File: config.mk
export PLATFORM = sky130hd
export DESIGN_NAME = subleq_mem_arbiter
export DESIGN_NICKNAME = d
export VERILOG_FILES = /design/src/rtl/subleq_mem_arbiter.sv
export SDC_FILE = /design/constraint.sdc
export NUM_CORES = 1
export LEC_CHECK = 0
export BUFFER_PORTS_ARGS = -buffer_cell sky130_fd_sc_hd__buf_2
export CELL_PAD_IN_SITES_DETAIL_PLACEMENT = 0
export CELL_PAD_IN_SITES_GLOBAL_PLACEMENT = 1
export CORE_AREA = 3 3 171 173
export DETAILED_ROUTE_END_ITERATION = 10
export DIE_AREA = 0 0 174 176
export HOLD_SLACK_MARGIN = 0.03
export PLACE_DENSITY_LB_ADDON = 0.08
export SETUP_SLACK_MARGIN = 0.05
export SYNTH_ARGS = -nofsm -noshare
export SYNTH_HDL_FRONTEND = slang
export SYNTH_SLANG_ARGS = --single-unit
File: constraint.sdc
create_clock -name iClock -period 5.7 [get_ports iClock]
set_clock_uncertainty 0.1 [all_clocks]
set_input_delay 0.855 -clock iClock [delete_from_list [all_inputs] [get_ports iClock]]
set_output_delay 0.855 -clock iClock [all_outputs]
set_load 0.03 [all_outputs]
File: src/rtl/subleq_mem_arbiter.sv
// subleq_mem_arbiter: shares one single-port memory (registered read data,
// 1-cycle latency) between the SUBLEQ core (requester 0) and the host
// loader/debug port (requester 1).
//   - Round-robin arbitration while OPEN.
//   - The core can lock the memory so one instruction's accesses stay together.
//   - A lock watchdog hands the host one slot after MAX_LOCK locked cycles.
// Handshake: a requester holds Req/We/Addr/WData stable until it sees Gnt in
// the same cycle; a granted read returns RValid/RData exactly one cycle later.
// Optional build macro SUBLEQ_ARB_STATS_EN adds grant/stall counters.
module subleq_mem_arbiter #(
    parameter int AW       = 13,
    parameter int DW       = 64,
    parameter int MAX_LOCK = 16
) (
    input  logic          iClock,
    input  logic          iReset,
    input  logic          iCoreReq,
    input  logic          iCoreLock,
    input  logic          iCoreWe,
    input  logic [AW-1:0] iCoreAddr,
    input  logic [DW-1:0] iCoreWData,
    output logic          oCoreGnt,
    output logic          oCoreRValid,
    output logic [DW-1:0] oCoreRData,
    input  logic          iHostReq,
    input  logic          iHostWe,
    input  logic [AW-1:0] iHostAddr,
    input  logic [DW-1:0] iHostWData,
    output logic          oHostGnt,
    output logic          oHostRValid,
    output logic [DW-1:0] oHostRData,
    output logic [AW-1:0] oMemAddr,
    output logic [DW-1:0] oMemData,
    output logic          oMemWren,
    input  logic [DW-1:0] iMemQ,
    output logic          oLockBreak
`ifdef SUBLEQ_ARB_STATS_EN
   ,output logic [31:0]   oCoreGrants,
    output logic [31:0]   oHostGrants,
    output logic [31:0]   oHostStall
`endif
);

    localparam int CW = (MAX_LOCK < 1) ? 1 : $clog2(MAX_LOCK + 1);
    localparam logic [CW-1:0] LOCK_MAX = CW'(MAX_LOCK);

    typedef enum logic {MODE_OPEN, MODE_LOCKED} mode_t;

    mode_t         mode_q, mode_d;
    logic          rr_last_q, rr_last_d;      // 1 = host won last
    logic [CW-1:0] lock_cnt_q, lock_cnt_d;
    logic          rd_pend_q, rd_pend_d;
    logic          rd_owner_q, rd_owner_d;    // 1 = host owns pending read
    logic [AW-1:0] mem_addr_q, mem_addr_d;

    logic core_win, host_win, any_gnt, watchdog_fire, win_we;

`ifdef SUBLEQ_ARB_STATS_EN
    logic [31:0] core_grants_q, core_grants_d;
    logic [31:0] host_grants_q, host_grants_d;
    logic [31:0] host_stall_q, host_stall_d;
`endif

    // Arbitration, memory mux, lock/watchdog and read-return next state
    always_comb begin
        watchdog_fire = 1'b0;
        core_win      = 1'b0;
        host_win      = 1'b0;
        if (mode_q == MODE_LOCKED) begin
            watchdog_fire = (MAX_LOCK != 0) && (lock_cnt_q == LOCK_MAX) && iHostReq;
            core_win      = iCoreReq && !watchdog_fire;
            host_win      = watchdog_fire;
        end else begin
            core_win = iCoreReq && (!iHostReq || rr_last_q);
            host_win = iHostReq && !core_win;
        end
        // Nothing is accepted while reset is held.
        core_win      = core_win && !iReset;
        host_win      = host_win && !iReset;
        watchdog_fire = watchdog_fire && !iReset;
        any_gnt       = core_win || host_win;
        win_we        = host_win ? iHostWe : iCoreWe;

        oCoreGnt   = core_win;
        oHostGnt   = host_win;
        oLockBreak = watchdog_fire;
        oMemData   = host_win ? iHostWData : iCoreWData;
        oMemWren   = any_gnt && win_we;
        mem_addr_d = any_gnt ? (host_win ? iHostAddr : iCoreAddr) : mem_addr_q;
        oMemAddr   = mem_addr_d;

        oCoreRValid = rd_pend_q && !rd_owner_q && !iReset;
        oHostRValid = rd_pend_q &&  rd_owner_q && !iReset;
        oCoreRData  = iMemQ;
        oHostRData  = iMemQ;

        rr_last_d  = any_gnt ? host_win : rr_last_q;
        rd_pend_d  = any_gnt && !win_we;
        rd_owner_d = any_gnt ? host_win : rd_owner_q;

        // Lock state: a break keeps the lock; otherwise the core must keep
        // requesting with lock set to stay LOCKED.
        mode_d = mode_q;
        if (mode_q == MODE_LOCKED) begin
            if (!watchdog_fire && (!iCoreReq || !iCoreLock))
                mode_d = MODE_OPEN;
        end else if (core_win && iCoreLock) begin
            mode_d = MODE_LOCKED;
        end

        // Counter advances for every cycle that ends LOCKED, saturating.
        lock_cnt_d = '0;
        if (mode_d == MODE_LOCKED && !watchdog_fire)
            lock_cnt_d = (lock_cnt_q == LOCK_MAX) ? lock_cnt_q : lock_cnt_q + CW'(1);

`ifdef SUBLEQ_ARB_STATS_EN
        core_grants_d = core_grants_q + (core_win ? 32'd1 : 32'd0);
        host_grants_d = host_grants_q + (host_win ? 32'd1 : 32'd0);
        host_stall_d  = host_stall_q + ((iHostReq && !host_win) ? 32'd1 : 32'd0);
        oCoreGrants   = core_grants_q;
        oHostGrants   = host_grants_q;
        oHostStall    = host_stall_q;
`endif
    end

    // State registers with synchronous reset
    always_ff @(posedge iClock) begin
        if (iReset) begin
            mode_q     <= MODE_OPEN;
            rr_last_q  <= 1'b1;
            lock_cnt_q <= '0;
            rd_pend_q  <= 1'b0;
            rd_owner_q <= 1'b0;
            mem_addr_q <= '0;
`ifdef SUBLEQ_ARB_STATS_EN
            core_grants_q <= '0;
            host_grants_q <= '0;
            host_stall_q  <= '0;
`endif
        end else begin
            mode_q     <= mode_d;
            rr_last_q  <= rr_last_d;
            lock_cnt_q <= lock_cnt_d;
            rd_pend_q  <= rd_pend_d;
            rd_owner_q <= rd_owner_d;
            mem_addr_q <= mem_addr_d;
`ifdef SUBLEQ_ARB_STATS_EN
            core_grants_q <= core_grants_d;
            host_grants_q <= host_grants_d;
            host_stall_q  <= host_stall_d;
`endif
        end
    end

endmodule
==> results of run 1 <==
[area by class of cell]
cell class	count	area share
clock buffer	4	0.0241
multi-input combinational	172	0.386
tap	378	0.128
sequential	22	0.119
inverter	2	0.00204
timing repair buffer	248	0.340
[logic make-up (layout without fill, tap and decap cells)]
group / after synthesis / after routing
flops: 22 / 22
xor+xnor: 3 / 3
buf+inv: 146 / 254
mux: 78 / 78
compound gates: 34 / 34
simple gates: 55 / 55
fa+ha+maj: 2 / 2
[metal layers]
metal	vias up	global-route usage
li1	1240	-
met5	-	0
met2	159	0.143
met1	1149	0.0822
met4	0	0.0265
met3	30	0.0256
[path summary, 6_finish.rpt]
kind / endpoint / slack (ns) / cells after the start
worst max register to register: mem_addr_q[1] / 2.94 / 7
worst max-delay path: oMemAddr[1] / 1.74 / 8
worst min-delay path: lock_cnt_q[1] / 0.39 / 2
worst min register to register: lock_cnt_q[1] / 0.39 / 2
[power by group]
group / switching, mW / leakage, nW / internal, mW
clock: 0.0635 / 0.0442 / 0.107
combinational: 0.199 / 1.46 / 0.126
sequential: 0.00599 / 0.182 / 0.164
[sequential cells by signal, indices dropped and copies added, names as in the netlist]
signal,cells
mem_addr_q,13
lock_cnt_q,5
rd_pend_q,1
mode_q,1
rd_owner_q,1
rr_last_q,1
[through the flow]
stage | power, mW | std cells | utilization | instance area [sq um] | setup WS (ns)
final | 0.666 | 826 | 0.133 | 3690 | 1.74
after global routing | 0.709 | 826 | 0.133 | 3690 | 1.51
after CTS | 0.687 | 826 | 0.133 | 3690 | 1.65
after detailed placement | 0.508 | 822 | 0.130 | 3600 | 1.79
after global placement | 0.510 | 822 | 0.130 | 3600 | 1.77
after floorplan | 0.542 | 340 | - | 2900 | 2.55
[cell usage in the layout, fill, tap and decap left out]
cell / count
a221oi_4: 1
clkbuf_8: 1
mux2_2: 64
xor2_1: 2
dfxtp_1: 22
buf_4: 5
and2_1: 1
mux2i_1: 14
a211oi_4: 1
ha_1: 2
nand2b_1: 1
a211oi_1: 12
a211o_1: 1
nand3_1: 4
inv_1: 2
nand2_1: 4
a211oi_2: 1
or3b_2: 2
clkbuf_16: 3
a21oi_1: 16
o211ai_1: 1
xnor2_1: 1
nor4bb_1: 1
and3b_1: 1
nor2_1: 34
nor3_1: 2
nand4bb_1: 1
buf_2: 243
nor2b_1: 3
nor3b_1: 1
a21oi_2: 1
[critical path: stages (launching register included)]
cell       delay, ns
dfxtp_1         0.34
inv_1           0.08
ha_1            0.16
nand4bb_1       0.42
a221oi_4        0.44
buf_4           0.57
mux2i_1         0.24
a21oi_1         0.23
buf_2           0.23
==> metrics.txt, run 1 <==
Final ANT Viol Nets=0; critical path arrival=3.01 ns; Final Max Tran Viols=0; fillcell total=between 3,000 and 4,000; mux contribution to synthesized area=0.296; FP Rows=slightly above 60; Most used DFF post-synth=dfxtp_1; Reg2Reg Launch Point=lock_cnt_q[0]; vias per cell=approximately 3.1; HP Class=flop to flop; CP required=approximately 4.7 ns; share of layout cells above drive strength 1=0.719; Avg Cell Area, Syn=around 8.5 sq um; worst vdd ir=0.0000879 V; ys async rst share=0; Synth Net Count=between 500 and 600; Post-synth EDFFs=0; Cell Pwr Density=~180 mW/mm^2; initial antenna violation count=1; CP max FO=43; Unique masters post-synth=31; nets=676; met2 wire len=approximately 6.7 mm; htree depth=1; final setup violation count=0; Vias=between 2,000 and 3,000; largest family of logic cells by synthesized area=buffers and inverters; Synth Area in Compound Gates=0.0797; Seq/Total Area, Yosys=0.152; worst slew pin tran=around 0.66 ns; Crit Path Class=flop to output pin; Core ar.=0.0278 sq mm; Yosys warning count=0; nature of the critical path endpoint=output pin; cell taking the most area after synthesis=buf_4; Setup crit start kind=flop; All-Layer GR Usage=0.0772; DR WL met3=between 1 and 1.5 mm; GRT overflow=0; vias in the first global route=between 2,000 and 3,000; Hold Crit Start=lock_cnt_q[1]; largest net degree at the start of global routing=between 40 and 50; hpwl dp=11.3 mm; Worst-Skew Late Latency=around 0.26 ns; top area cells in the synthesized netlist=buf_4, mux2_2, dfxtp_1; Seq. cell area=between 400 and 500 sq um; part of the cycle the worst path needs=0.696; CTS tree=yes; root buffer cell=clkbuf_16; LEAKAGE=between 1.5 and 2 nW; Multi-input gate area=around 0.0014 sq mm; DRC=0; DR WL/cell=between 15 and 20 um; Final Hold Fails=0; most frequent cells after synthesis=buf_4, mux2_2, nor2_1; Initial Util=0.105; run status=finished, final reports clean; Syn Inst Count=340; port buffer count=between 200 and 250; Gates resized, CTS repair=0; CTS Sinks=22; crit path from=lock_cnt_q[0]; final wirelength=approximately 13 mm; top routing layer used=met4; simple-gate portion of the synthesized area=0.0892; Post-Synth XOR/XNOR Area=0.00905; global-route wire length before repair=roughly 18 mm; max_slew headroom=0.557; clk slew on worst S/H paths=~0.070 ns; post-synthesis adder-cell area fraction=0.00862; Detailed Route Iter0 Violations=just over 60; #FFs+latches synth=22; die height=176 um; MaxCap Viol Count=0; RSZ-0062 raised after global routing=no; hold_buf cts=0; Cell Area, Synth=0.00290 sq mm; Die W=~170 um; Fin Setup TNS=0 ns; RePlAce Congestion=0.693; antenna diode count=0; Pre-antenna DRT Iters=4; io pins=about 440; die area=~0.03 sq mm; postcts setup bufs=0; top-count cell post-synth=buf_4; met1 wire length=4.75 mm; Syn-to-layout area delta=27.0%; Fmax=0.252 GHz; Hold Slack=between 0.3 and 0.4 ns; Tmin final=3.96 ns; share of the synthesized area in the top cell type=0.333; Num CTS Buffers=3; clock buffer depth=2
Power figures use the tool's default switching activity.
==> run 2, diff against run 1 <==
- ABC_AREA: not set -> 1
- CORE_AREA: 3 3 171 173 -> 3 3 169 171
- DIE_AREA: 0 0 174 176 -> 0 0 172 174
- clock period: 5.7 -> 3.9 ns (I/O delays scaled with it)
==> run 2 against run 1 <==
Net effect: design area increased by 1.7%; routed wire length grew 11%; combinational power rose by 42%; worst hold slack gained 0.0017 ns; critical path type unchanged; global-route usage up 1.3 points; first-iteration DRC count rose by 110%; die area down 2.3%; sequential power rose by 41%.
==> metrics.txt, run 2 <==
run status=finished, final reports clean; hpwl dp=around 12 mm; most common cell after layout, fill and taps aside=nand2_1; Cell Pwr Density=270 mW/mm^2; die height=between 150 and 200 um; Avg Cell Area, Syn=~5.9 sq um; Initial Util=0.112; die area=between 0.02 and 0.03 sq mm; Largest regs=mem_addr_q x13, lock_cnt_q x5; sw frac=0.413; Worst Hold Depth=2; CP max FO=80; Final ANT Viol Nets=0; Detailed Route Iter0 Violations=129; Power, Total=between 1 and 1.5 mW; Unique masters post-synth=26; Post-Place Setup Slack=roughly 0.47 ns; Synth Net Count=between 700 and 800; Sw Pwr=~420 uW; All-Layer GR Usage=0.0905; Final Max Tran Viols=0; most frequent cells after synthesis=nand2_1, buf_4, nand3_1; Fmax=between 0.2 and 0.3 GHz; share of the synthesized area in the top cell type=0.339; top-count cell post-synth=nand2_1; Pre-antenna DRT Iters=4; vias in the first global route=~3,400; htree depth=1; critical path arrival=2.65 ns; vias per cell=about 3.4; Post-synth EDFFs=0; worst vdd ir=around 0.00011 V; port buffer count=around 240; #FFs+latches synth=22; part of the cycle the worst path needs=0.855; clock network power share=0.306; largest net degree at the start of global routing=around 80; Hold Crit Start=lock_cnt_q[4]; Syn-to-layout area delta=23.5%; FP Rows=60; clock buffer depth=2; RePlAce Congestion=0.718; final setup violation count=0; nets=between 800 and 900; CP required=~3.2 ns; Final Hold Fails=0; Num CTS Buffers=3; Crit-path slowest cell=buf_6; initial antenna violation count=2; global-route wire length before repair=between 20 and 25 mm; most frequent cells in the layout=nand2_1, buf_2, nand3_1; Worst-Skew Late Latency=between 0.2 and 0.3 ns; clk slew on worst S/H paths=0.07 ns; combinational power share=0.456; ys async rst share=0; Worst path top cell family by delay=buffers and inverters; Cell Area, Synth=about 0.0030 sq mm; CTS tree=yes; worst slew pin tran=0.662 ns; fillcell total=3,249; CP peak stage delay=roughly 0.53 ns; max reg flops=13; io pins=between 400 and 500; RSZ-0062 raised after global routing=no; root buffer cell=clkbuf_16; final setup margin=around 0.57 ns; nature of the critical path endpoint=output pin; top area cells in the synthesized netlist=buf_4, nand2_1, dfxtp_1; FF-to-FF End=mem_addr_q[5]; GRT overflow=0; reg2reg path depth=11; Reg2Reg Launch Point=lock_cnt_q[0]; Die W=172 um; sequential power share=0.237; Vias=approximately 3,300; Setup crit start kind=flop; Fin Setup TNS=0 ns; LEAKAGE=2.21 nW; worst path cell trace=inv_1 -> ha_1 -> nand2_1 -> inv_1 -> nand4_4 -> nand2_4 -> buf_6 -> nand2_1 -> nand2_1 -> nand2_2 -> nand2_1 -> buf_2; Tmin final=approximately 3.3 ns; Seq/Total Area, Yosys=0.145; postcts setup bufs=0; P_int=595 uW; CTS Sinks=22; max_slew headroom=0.558; Largest Register=mem_addr_q; HP Class=flop to flop; Hold EP=lock_cnt_q[4]; cell taking the most area after synthesis=buf_4; Syn Inst Count=~510; Core ar.=around 0.027 sq mm; Crit Path Class=flop to output pin; MaxCap Viol Count=0; DR WL/cell=roughly 15 um; Most used DFF post-synth=dfxtp_1; CP most frequent cell=nand2_1; final wirelength=about 14 mm; Buf/Inv on CP=4; DRC=0; Yosys warning count=0; share of layout cells above drive strength 1=0.454; FF-to-FF setup slack=1.53 ns
-- run 2: cells by family after synthesis --
group	Yosys count	share of synthesized area
AOI/OAI and AO/OA	21	0.0486
xor gates and xnor gates	1	0.00288
adders and majority gates	2	0.00824
buffers and inverters	161	0.376
DFF	22	0.145
and+or+nand+nor	307	0.419
-- run 2: worst reg2reg max path: cells and delay by family, from the launching register on --
kind	cells	cell delay, ns
AO/OA/AOI/OAI	1	0.11
adder cells (fa/ha/maj)	1	0.14
buffers and inverters	3	0.78
flip-flops	1	0.35
AND/OR/NAND/NOR	6	0.83
-- run 2: cell type report --
type | instances | area, sq um | share of cell area
clock inverter | 1 | 30.0 | 0.00800
timing repair buffer | 249 | 1280 | 0.341
multi-input combinational | 331 | 1450 | 0.387
inverter | 11 | 43.8 | 0.0117
sequential | 22 | 440 | 0.117
clock buffer | 3 | 75.1 | 0.0200
antenna | 1 | 2.50 | 0.000667
tap | 341 | 427 | 0.114
-- run 2: stage by stage --
stage | util | hold WS [ns] | cells | instance area [sq um]
final | 0.139 | 0.388 | 959 | 3750
after global routing | 0.139 | 0.413 | 959 | 3750
after CTS | 0.139 | 0.400 | 958 | 3750
after detailed placement | 0.135 | 0.387 | 954 | 3640
after global placement | 0.135 | 0.378 | 954 | 3640
after floorplan | - | 0.353 | 514 | 3040
-- run 2: power groups by stage --
stage | Clock, mW | Sequential [mW] | Combinational, mW
final | 0.310 | 0.240 | 0.462
after global placement | 0 | 0.246 | 0.478
after detailed placement | 0 | 0.246 | 0.474
after global routing | 0.334 | 0.242 | 0.509
after CTS | 0.326 | 0.241 | 0.476
after floorplan | 0 | 0.245 | 0.522
-- run 2: timing repair --
| action | in CTS | in global routing |
|---|---|---|
| setup endpoints to repair | 0 | 9 |
| hold endpoints to repair | 0 | 0 |
| resized for setup | 0 | 1 |
| hold buffers | 0 | 0 |
-- run 2: metal layers --
metal / up-vias / wire [um] / GRT usage
li1: 1651 / - / -
met1: 1414 / 5850 / 0.107
met2: 152 / 7120 / 0.159
met3: 47 / 1090 / 0.0180
met4: 2 / 394 / 0.0349
met5: - / 13 / 0
-- run 2: worst max path at each step --
stage / from / endpoint / slack (ns) / cells past startpoint
finish: lock_cnt_q[0] / oMemAddr[5] / 0.57 / 12
global route: lock_cnt_q[0] / oMemAddr[11] / 0.20 / 12
CTS: lock_cnt_q[0] / oMemAddr[5] / 0.25 / 12
detailed placement: iReset / oMemAddr[5] / 0.47 / 10
global placement: iReset / oMemAddr[11] / 0.48 / 10
floorplan: iReset / oMemData[54] / 1.44 / 8
==> run 3, diff against run 2 <==
- GPL_TIMING_DRIVEN: not set -> 0
==> run 3 against run 2 <==
Net effect: clock power decreased by 18%; sequential cell count unchanged; setup slack improved by 0.31 ns; die area unchanged; largest cell class is now buffers; worst hold slack improved by 0.0028 ns; non-clock buffer count increased by 271; clock-buffer cell count increased by 1; final cell count increased by 28%; register-to-register slack improved by 0.34 ns; via count increased by 27%; design area increased by 44%.
==> metrics.txt, run 3 (same netlist as run 2, synthesis figures left out) <==
critical path arrival=approximately 2.3 ns; Gates resized, CTS repair=0; Buf/Inv on CP=5; worst vdd ir=0.000142 V; hpwl dp=16.2 mm; fillcell total=about 3,200; Fin Setup TNS=0 ns; CP peak stage delay=about 0.44 ns; final setup violation count=0; clk slew on worst S/H paths=approximately 0.060 ns; Crit Path Class=flop to output pin; clock buffer depth=2; part of the cycle the worst path needs=0.776; global-route wire length before repair=approximately 25 mm; placed cell area=~0.0053 sq mm; port buffer count=370; run status=finished, final reports clean; io pins=roughly 440; vias in the first global route=3,898; P_int=approximately 680 uW; Core ar.=between 0.02 and 0.03 sq mm; Largest Register=mem_addr_q; DR WL/cell=about 15 um; initial antenna violation count=4; Worst path top cell family by delay=buffers and inverters; share of layout cells above drive strength 1=0.615; CP max FO=10; max reg flops=13; Final Hold Fails=0; die area=~0.030 sq mm; worst path cell trace=inv_1 -> ha_1 -> nand2_1 -> inv_1 -> nand4_4 -> nand2_4 -> inv_4 -> clkbuf_1 -> nand2_1 -> nand2_1 -> buf_2; nature of the critical path endpoint=output pin; Final Instance Area=approximately 0.0054 sq mm; postcts setup bufs=0; Final Non-Filler Cells=approximately 1,200; Worst-Skew Late Latency=between 0.2 and 0.3 ns; Pre-antenna DRT Iters=4; CP required=approximately 3.2 ns; vias per cell=between 3 and 4; crit path from=lock_cnt_q[0]; Syn-to-layout area delta=78.1%; htree depth=1; dpl cells=between 1,000 and 1,500; largest net degree at the start of global routing=13; Cell Pwr Density=~230 mW/mm^2; Crit-path slowest cell=clkbuf_1; Final Max Tran Viols=0; All-Layer GR Usage=0.112; CTS Sinks=22; sw frac=0.467; Vias=4,156; RePlAce Congestion=0.711; root buffer cell=clkbuf_16; clock network power share=0.200; Largest regs=mem_addr_q x13, lock_cnt_q x5; final wirelength=18.5 mm; Final ANT Viol Nets=0; Hold Slack=slightly below 0.4 ns; Hold Crit Start=lock_cnt_q[4]; max_slew headroom=0.498; Sw Pwr=594 uW; CTS tree=yes; nets=1,116; combinational power share=0.611; Power, Total=~1.3 mW; DRC=0; FP Rows=60; Setup crit start kind=flop; Reg2Reg Launch Point=lock_cnt_q[0]; HP Class=flop to flop; RSZ-0062 raised after global routing=no; LEAKAGE=around 3.4 nW; Multi-input gate area=0.00145 sq mm; Num CTS Buffers=3; sequential power share=0.189; CP most frequent cell=nand2_1; most frequent cells in the layout=buf_2, nand2_1, buf_4; Initial Util=0.112; MaxCap Viol Count=0; most common cell after layout, fill and taps aside=buf_2; worst slew pin tran=around 0.75 ns; Detailed Route Iter0 Violations=a little under 200; Die W=around 170 um; Seq. cell area=~440 sq um; die height=174 um; Fmax=between 0.3 and 0.4 GHz; hold_buf cts=0; Tmin final=~3.0 ns; GRT overflow=0
[run 3: cell type report]
class,instances,share of cell area
antenna,2,0.000925
sequential,22,0.0814
multi-input combinational,331,0.269
tap,341,0.0789
buffer,150,0.203
inverter,11,0.00809
timing repair buffer,370,0.342
clock buffer,4,0.0164
[run 3: power by group through the flow]
stage / combinational (mW) / sequential (mW) / clock (mW)
after floorplan: 0.522 / 0.245 / 0
after global placement: 0.794 / 0.246 / 0
after detailed placement: 0.791 / 0.246 / 0
after CTS: 0.793 / 0.240 / 0.263
after global routing: 0.840 / 0.242 / 0.268
final: 0.776 / 0.240 / 0.253
[run 3: per-layer routing]
| metal | part of all wire | up-vias | GRT usage |
|---|---|---|---|
| li1 | - | 2199 | - |
| met1 | 0.38 | 1728 | 0.128 |
| met2 | 0.53 | 216 | 0.214 |
| met3 | 0.082 | 9 | 0.0246 |
| met4 | 0.0062 | 4 | 0.0170 |
| met5 | 0.0015 | - | 0 |
[run 3: worst register-to-register path, stage by stage (launching register included)]
cell and delay, ns:
dfxtp_1 0.38, inv_1 0.07, ha_1 0.19, nand2_1 0.06, inv_1 0.10, nand4_4 0.14
nand2_4 0.13, inv_4 0.17, buf_2 0.30, nand3_1 0.17, a21oi_2 0.16
[run 3: final timing paths]
path,cells past startpoint,slack [ns],endpoint
setup / recovery,11,0.87,oMemData[33]
hold / removal,2,0.39,lock_cnt_q[4]
setup reg to reg,10,1.87,mem_addr_q[9]
hold reg to reg,2,0.39,lock_cnt_q[4]
[run 3: metrics by stage]
stage / setup slack, ns / util
3_3_place_gp: 0.905 / 0.197
3_5_place_dp: 0.943 / 0.197
5_1_grt: 0.530 / 0.200
2_1_floorplan: 1.44 / -
6_report: 0.872 / 0.200
4_1_cts: 0.757 / 0.200
